## config.mk

```make
export PLATFORM = sky130hd
export DESIGN_NAME = alu_sched
export DESIGN_NICKNAME = d
export VERILOG_FILES = /design/src/rtl/alu_sched_pkg.sv /design/src/rtl/alu_sched_rr_arb2.sv /design/src/rtl/alu_sched.sv
export SDC_FILE = /design/constraint.sdc
export NUM_CORES = 1
export LEC_CHECK = 0
export ABC_AREA = 1
export CAP_MARGIN = 20
export CORE_UTILIZATION = 40
export CTS_CLUSTER_DIAMETER = 150
export CTS_CLUSTER_SIZE = 8
export DETAILED_ROUTE_END_ITERATION = 8
export PLACE_DENSITY = 0.83
export SYNTH_ARGS = -nofsm -noshare
export SYNTH_HDL_FRONTEND = slang
export SYNTH_SLANG_ARGS = --single-unit
```

## constraint.sdc

```tcl
create_clock -name clk -period 2.4 [get_ports clk]
set_clock_uncertainty 0.15 [all_clocks]
set_input_delay 0.72 -clock clk [delete_from_list [all_inputs] [get_ports clk]]
set_output_delay 0.72 -clock clk [all_outputs]
set_load 0.01 [all_outputs]
```

## src/rtl/alu_sched_pkg.sv

```systemverilog
// alu_sched_pkg: shared FSM states, opcode width and opcode constants for the ALU scheduler
package alu_sched_pkg;
  localparam int OP_W = 4;
  typedef enum logic [1:0] {S_IDLE, S_SETTLE, S_RESP} state_e;
  localparam logic [OP_W-1:0] OP_ADD  = 4'd0;
  localparam logic [OP_W-1:0] OP_SUB  = 4'd1;
  localparam logic [OP_W-1:0] OP_MUL  = 4'd2;
  localparam logic [OP_W-1:0] OP_DIV  = 4'd3;
  localparam logic [OP_W-1:0] OP_AND  = 4'd4;
  localparam logic [OP_W-1:0] OP_OR   = 4'd5;
  localparam logic [OP_W-1:0] OP_XOR  = 4'd6;
  localparam logic [OP_W-1:0] OP_NAND = 4'd7;
  localparam logic [OP_W-1:0] OP_NOR  = 4'd8;
  localparam logic [OP_W-1:0] OP_XNOR = 4'd9;
  localparam logic [OP_W-1:0] OP_SHL  = 4'd10;
  localparam logic [OP_W-1:0] OP_SHR  = 4'd11;
  localparam logic [OP_W-1:0] OP_GT   = 4'd12;
  localparam logic [OP_W-1:0] OP_LT   = 4'd13;
  localparam logic [OP_W-1:0] OP_EQ   = 4'd14;
  localparam logic [OP_W-1:0] OP_INC  = 4'd15;
endpackage

```

## src/rtl/alu_sched_rr_arb2.sv

```systemverilog
// rr_arb2: two-way round-robin picker; on a tie the port not granted last wins
module rr_arb2 (
  input  logic       valid0_i,
  input  logic       valid1_i,
  input  logic       last_i,
  output logic [1:0] gnt_o
);
  // one-hot grant: tie resolved against the last winner, otherwise the lone requester
  always_comb gnt_o = (valid0_i && valid1_i) ? (last_i ? 2'b01 : 2'b10) : {valid1_i, valid0_i};
endmodule

```

## src/rtl/alu_sched.sv

```systemverilog
// alu_sched: round-robin scheduler feeding a shared combinational ALU; optional grant stats under ALU_SCHED_STATS_EN
module alu_sched
  import alu_sched_pkg::*;
#(
  parameter int SETTLE_CYCLES = 1,
  parameter int DATA_W        = 4
) (
  input  logic              clk,
  input  logic              rst_n,
  input  logic              req0_valid,
  output logic              req0_ready,
  input  logic [DATA_W-1:0] req0_a,
  input  logic [DATA_W-1:0] req0_b,
  input  logic [OP_W-1:0]   req0_op,
  input  logic              req1_valid,
  output logic              req1_ready,
  input  logic [DATA_W-1:0] req1_a,
  input  logic [DATA_W-1:0] req1_b,
  input  logic [OP_W-1:0]   req1_op,
  output logic [DATA_W-1:0] alu_a,
  output logic [DATA_W-1:0] alu_b,
  output logic [OP_W-1:0]   alu_op,
  input  logic [DATA_W:0]   alu_res,
  output logic              rsp_valid,
  input  logic              rsp_ready,
  output logic              rsp_id,
  output logic [DATA_W:0]   rsp_data,
`ifdef ALU_SCHED_STATS_EN
  output logic [7:0]        grant_cnt0,
  output logic [7:0]        grant_cnt1,
`endif
  output logic              busy
);
  localparam int CNT_W = (SETTLE_CYCLES < 1) ? 1 : $clog2(SETTLE_CYCLES + 1);
  if (SETTLE_CYCLES < 1) begin : g_bad_settle
    $error("alu_sched: SETTLE_CYCLES must be at least 1");
  end
  state_e            state_q;
  logic [CNT_W-1:0]  cnt_q;
  logic              last_q;
  logic [DATA_W-1:0] alu_a_q, alu_b_q;
  logic [OP_W-1:0]   alu_op_q;
  logic              rsp_id_q;
  logic [DATA_W:0]   rsp_data_q;
  logic [1:0]        gnt;
  logic              acc0, acc1;
  rr_arb2 u_arb (
    .valid0_i (req0_valid),
    .valid1_i (req1_valid),
    .last_i   (last_q),
    .gnt_o    (gnt)
  );
  assign req0_ready = (state_q == S_IDLE) && gnt[0];
  assign req1_ready = (state_q == S_IDLE) && gnt[1];
  assign acc0       = req0_valid && req0_ready;
  assign acc1       = req1_valid && req1_ready;
  assign alu_a      = alu_a_q;
  assign alu_b      = alu_b_q;
  assign alu_op     = alu_op_q;
  assign rsp_id     = rsp_id_q;
  assign rsp_data   = rsp_data_q;
  assign rsp_valid  = state_q == S_RESP;
  assign busy       = state_q != S_IDLE;
  // accept -> hold operands for the settle time -> capture -> wait for response handshake
  always_ff @(posedge clk) begin
    if (!rst_n) begin
      state_q    <= S_IDLE;
      cnt_q      <= '0;
      last_q     <= 1'b1;
      alu_a_q    <= '0;
      alu_b_q    <= '0;
      alu_op_q   <= '0;
      rsp_id_q   <= 1'b0;
      rsp_data_q <= '0;
    end else begin
      case (state_q)
        S_IDLE: if (acc0 || acc1) begin
          alu_a_q  <= acc1 ? req1_a : req0_a;
          alu_b_q  <= acc1 ? req1_b : req0_b;
          alu_op_q <= acc1 ? req1_op : req0_op;
          rsp_id_q <= acc1;
          last_q   <= acc1;
          cnt_q    <= CNT_W'(SETTLE_CYCLES);
          state_q  <= S_SETTLE;
        end
        S_SETTLE: begin
          cnt_q <= cnt_q - CNT_W'(1);
          if (cnt_q == CNT_W'(1)) begin
            rsp_data_q <= alu_res;
            state_q    <= S_RESP;
          end
        end
        S_RESP: if (rsp_ready) state_q <= S_IDLE;
        default: state_q <= S_IDLE;
      endcase
    end
  end
`ifdef ALU_SCHED_STATS_EN
  logic [7:0] grant_cnt0_q, grant_cnt1_q;
  assign grant_cnt0 = grant_cnt0_q;
  assign grant_cnt1 = grant_cnt1_q;
  // per-port accept counters, saturating at 255
  always_ff @(posedge clk) begin
    if (!rst_n) begin
      grant_cnt0_q <= '0;
      grant_cnt1_q <= '0;
    end else begin
      grant_cnt0_q <= (acc0 && grant_cnt0_q != 8'hFF) ? grant_cnt0_q + 8'd1 : grant_cnt0_q;
      grant_cnt1_q <= (acc1 && grant_cnt1_q != 8'hFF) ? grant_cnt1_q + 8'd1 : grant_cnt1_q;
    end
  end
`endif
endmodule

```

# Word-level counts from Yosys, hierarchy flattened
# Index checks and enable logic that the tools add are counted.
# op_classes
n_mux	11
addsub	1
n_eq_ne	5
n_reduce_logical	13
# ops
cell	n
$mux 4	3
$mux 2	5
$pmux 2 s3	1
$reduce_and 2->1	3
$logic_and 1x1->1	5
$ne 2x1->1 const B	2
$reduce_bool 2->1	2
$reduce_and 3->1	1
$eq 2x1->1 const B	1
$eq 2x2->1 const B	1
$logic_not 2->1	1
$ne 2x2->1 const B	1
$pmux 1 s2	1
$logic_or 1x1->1	1
$mux 1	1
$sub 1x1->1 const B	1
# word_totals
wordCells	38
ff_bits	22
in_bits	34
out_inout_bits	22

# Depth between registers and ports, before layout
# depth
word_depth	7
depth_mapped	7
depth_no_buf	6

# By module
# A second synthesis with hierarchy kept.
# unflattened
hier_cells	166
area_unflattened_um2	1127.3
# by_module_without_submodules
module	n_inst	seq_area_each_um2	area_per_inst_um2	cells_per_inst
alu_sched	1	440.4	1106.1	161
rr_arb2	1	0.0	21.3	5

# Worst setup path after synthesis
# OpenSTA, ideal clock, no wires.
# synth_path
path_kind	input to output
start	in req0_valid
end	out req1_ready
t_required_ps	1530
slack_ps	305
stages	4
arrival_time_ps	1225
path_buffers	1
path_cell_list	nand2_1 > nand3_2 > buf_2 > inv_1
# synth_via
elab_chain_cells	3
# synth_rtl
item	line_no	rtl
from (decl)	alu_sched.sv:10	input logic req0_valid,
$logic_and 1x1->1	alu_sched_rr_arb2.sv:9	always_comb gnt_o = (valid0_i && valid1_i) ? (last_i ? 2'b01 : 2'b10) : {valid1_i, valid0_i};
$mux 2	alu_sched_rr_arb2.sv:9	
$logic_and 1x1->1	alu_sched.sv:54	assign req1_ready = (state_q == S_IDLE) && gnt[1];
to (decl)	alu_sched.sv:16	output logic req1_ready,
# No other way between the ends.

# Worst setup path in the final report
# layout_path
start	reg state_q[1]
end	out rsp_valid
# layout_via
elab_chain_cells	1
# layout_rtl
item	line_no	rtl
from (decl)	alu_sched.sv:38	state_e state_q;
from (signal assigned)	alu_sched.sv:67	state_q <= S_IDLE;
from (signal assigned)	alu_sched.sv:84	state_q <= S_SETTLE;
from (signal assigned)	alu_sched.sv:90	state_q <= S_RESP;
$eq 2x2->1	alu_sched.sv:62	assign rsp_valid = state_q == S_RESP;
to (decl)	alu_sched.sv:24	output logic rsp_valid,
# No other way between the ends.

==> reports/metrics.cfg <==
[critical_path]
critPathBufInv = 2
crit_required_ns = 1.53
path_max_fanout = 4
critPathLaunch = state_q[1]
crit_slowest_cell = clkdlybuf4s50_1
r2r_start = state_q[0]
cp-start-kind = register
path_cells = inv_1, nor2_1, clkdlybuf4s50_1
crit_path_max_incr_delay_ns = 0.55
reg2reg_slack_ns = 0.95
arrival_ns = 1.43
worstSetupPathType = reg2out
worst_setup_path_end_kind = primary output
critPathTopFamily = buffers and inverters

[global_route]
grt_pass1_vias = 1133
grt_max_degree = 15
track_usage_pct = 22.65
antenna_found_initial = 0
gr-usage-met3_pct = 6.215
grt-ovfl-total = 0
gr-usage-met1_pct = 22.56
met2_usage_pct = 44.38
grt_pass1_wl_um = 4629
busiest_layer = met2

[hold_path]
min_from = rsp_id
hold_class = reg2reg

[run]
maxCapViolCount = 0

[clock_network]
clkSinkCount = 22
cts_tree = yes
cts_hold_buf = 0
clockRootBuffer = clkbuf_4
clkTransAtPathRegs_ns = 0.12
clock_latency_ns = 0.30
numCtsBuffers = 3
cts_max_path_buffers = 2
htreeDepth = 1

[power]
pwr-share-seq_pct = 40.6
p_comb_share_pct = 33.3
finalPower_mw = 1.070
swShare_pct = 28.60
p_leak_nw = 0.8340
ir_drop_uv = 532.6
internal_power_uw = 764.2
clkPwrFrac_pct = 26.1
power_density_mw_per_mm2 = 611.9
power.switching_uw = 306.1

[sta]
rsz0062_at_grt = no
min_period_ns = 2.305
hold_viol_final = 0
fin_ws_ns = 0.09518
setup-tns-final_ns = 0
tightest_slew_ns = 0.3546
finalSetupViolCount = 0
maxSlewHeadroom_pct = 76.33
fmax_mhz = 433.9
period_share_pct = 96.03
slew_viol_final = 0

[detailed_routing]
routed-via-count = 1232
ant_nets = 0
vias_per_cell = 4.928
wl_per_cell_um = 11.97
wl_um = 2993
drtIter0Drc = 18
dr.pass1.iters = 4
post-route-drc-count = 0

[finish]
area_growth_pct = 64.08
post-route-util_pct = 69.97
drive_above_1_share_pct = 10.91
antennaDiodeCount = 0
finalNetCount = 255
nFillCells = 215

[synthesis]
synth-main-ff-cell = dfxtp_1
synth.largest_area_cell = dfxtp_1
synth_fa_ha_area_share_pct = 0
synth_compound_area_share_pct = 11.15
synth_top_cell_area_share_pct = 41.31
synth_most_common_cell = nand2_1
async_reset_ff_share_pct = 0
post_synth_main_area_contributors = dfxtp_1 (41%), nand2_1 (13%), inv_1 (11%)
ys_ff_latch = 22
synth_cell_type_count = 15
synth.net_count = 193
yosysWarnings = 0
synthTopCellsByCount = nand2_1 (37), inv_1 (31), a21oi_1 (22), dfxtp_1 (22), nand3_1 (18)
muxShareOfSynthArea_pct = 0
synth_top_family_by_area = simple AND/OR/NAND/NOR gates
synthSimpleGateAreaFrac_pct = 32.16
synth_edf_count = 0
synthCells = 159
post_synth.cell_area_avg_um2 = 6.705
synthXorXnorAreaFrac_pct = 0
synth_area_mm2 = 0.001066
synth-seq-area-share_pct = 41.31

[die]
dieArea_mm2 = 0.002876
die_h_um = 53.63
io_pins = 56
row_count = 18
start_util_pct = 42.64
die_x_um = 53.63
core-area_mm2 = 0.002500

[placed_design]
gp_congestion = 0.7417
dpl.hpwl_um = 2238
placement.io_buffers = 55
dp_slack_ns = -0.4833

[status]
outcome = completed

==> layer usage <==
layer,wire length (um),share of wire [%],vias to the layer above
met4,12,0.40,0
met2,1630,54,47
met5,0,0,-
li1,-,-,631
met3,195,6.5,2
met1,1155,39,552
==> state kept, by name, summed over array words and instances, names as in the netlist <==
| signal | flops |
|---|---|
| alu_a | 4 |
| state_q | 2 |
| last_q | 1 |
| rsp_id | 1 |
| cnt_q | 1 |
| alu_b | 4 |
| rsp_data | 5 |
| alu_op | 4 |
==> cell usage in the layout (no fill, tap or decap), types with 2 or more instances in the layout <==
master / count
buf_4: 10
dfxtp_2: 2
nor2_1: 3
clkbuf_4: 3
nand2_1: 36
nand3_1: 18
dfxtp_1: 20
dlygate4sd2_1: 2
clkdlybuf4s50_1: 50
nand4_1: 12
inv_1: 31
a21oi_1: 22
==> stage by stage <==
stage	hold WS, ns	cell area, um2	std cells
2_1_floorplan	0.3001	1066	159
3_3_place_gp	0.2978	1685	245
3_5_place_dp	0.3053	1685	245
4_1_cts	0.3244	1745	250
5_1_grt	0.3481	1749	250
6_report	0.3235	1749	250
==> worst paths after layout <==
check,to,depth (start not counted)
worst min register to register,rsp_id,2
worst max register to register,alu_b[0],7
worst min-delay path,rsp_id,2
worst max-delay path,rsp_valid,3
==> worst reg2reg max path: stages (launching register included) <==
cell and delay, ns:
dfxtp_2 0.37, nor2_4 0.13, buf_6 0.16, o21ai_2 0.12
inv_2 0.21, nand3_1 0.13, nand2_1 0.07, inv_1 0.03
==> layout make-up <==
type / instances / area (um2) / area share, %
Clock inverter: 1 / 30.03 / 1.717
Sequential cell: 22 / 442.9 / 25.32
Inverter: 32 / 120.1 / 6.867
Multi-Input combinational cell: 96 / 464.2 / 26.54
Clock buffer: 3 / 22.52 / 1.288
Tap cell: 30 / 37.54 / 2.146
Timing Repair Buffer: 66 / 631.9 / 36.12
==> cells by family after synthesis <==
group / Yosys count
simple gates: 73
compound gates: 23
flops: 22
buf+inv: 41
==> what timing repair did <==
item | 4_1_cts | 5_1_grt
pin swaps | 1 | 0
resized for setup | 11 | 2
buffers inserted | 1 | 0
gates cloned | 0 | 0
setup endpoints to repair | 3 | 2
==> power by group through the flow <==
stage	combinational, mW	clock [mW]	sequential [mW]
after floorplan	0.157	0	0.452
after global placement	0.343	0	0.441
after detailed placement	0.353	0	0.442
after CTS	0.359	0.289	0.435
after global routing	0.392	0.305	0.440
final	0.356	0.279	0.435
(Power assumes the default switching activity.)
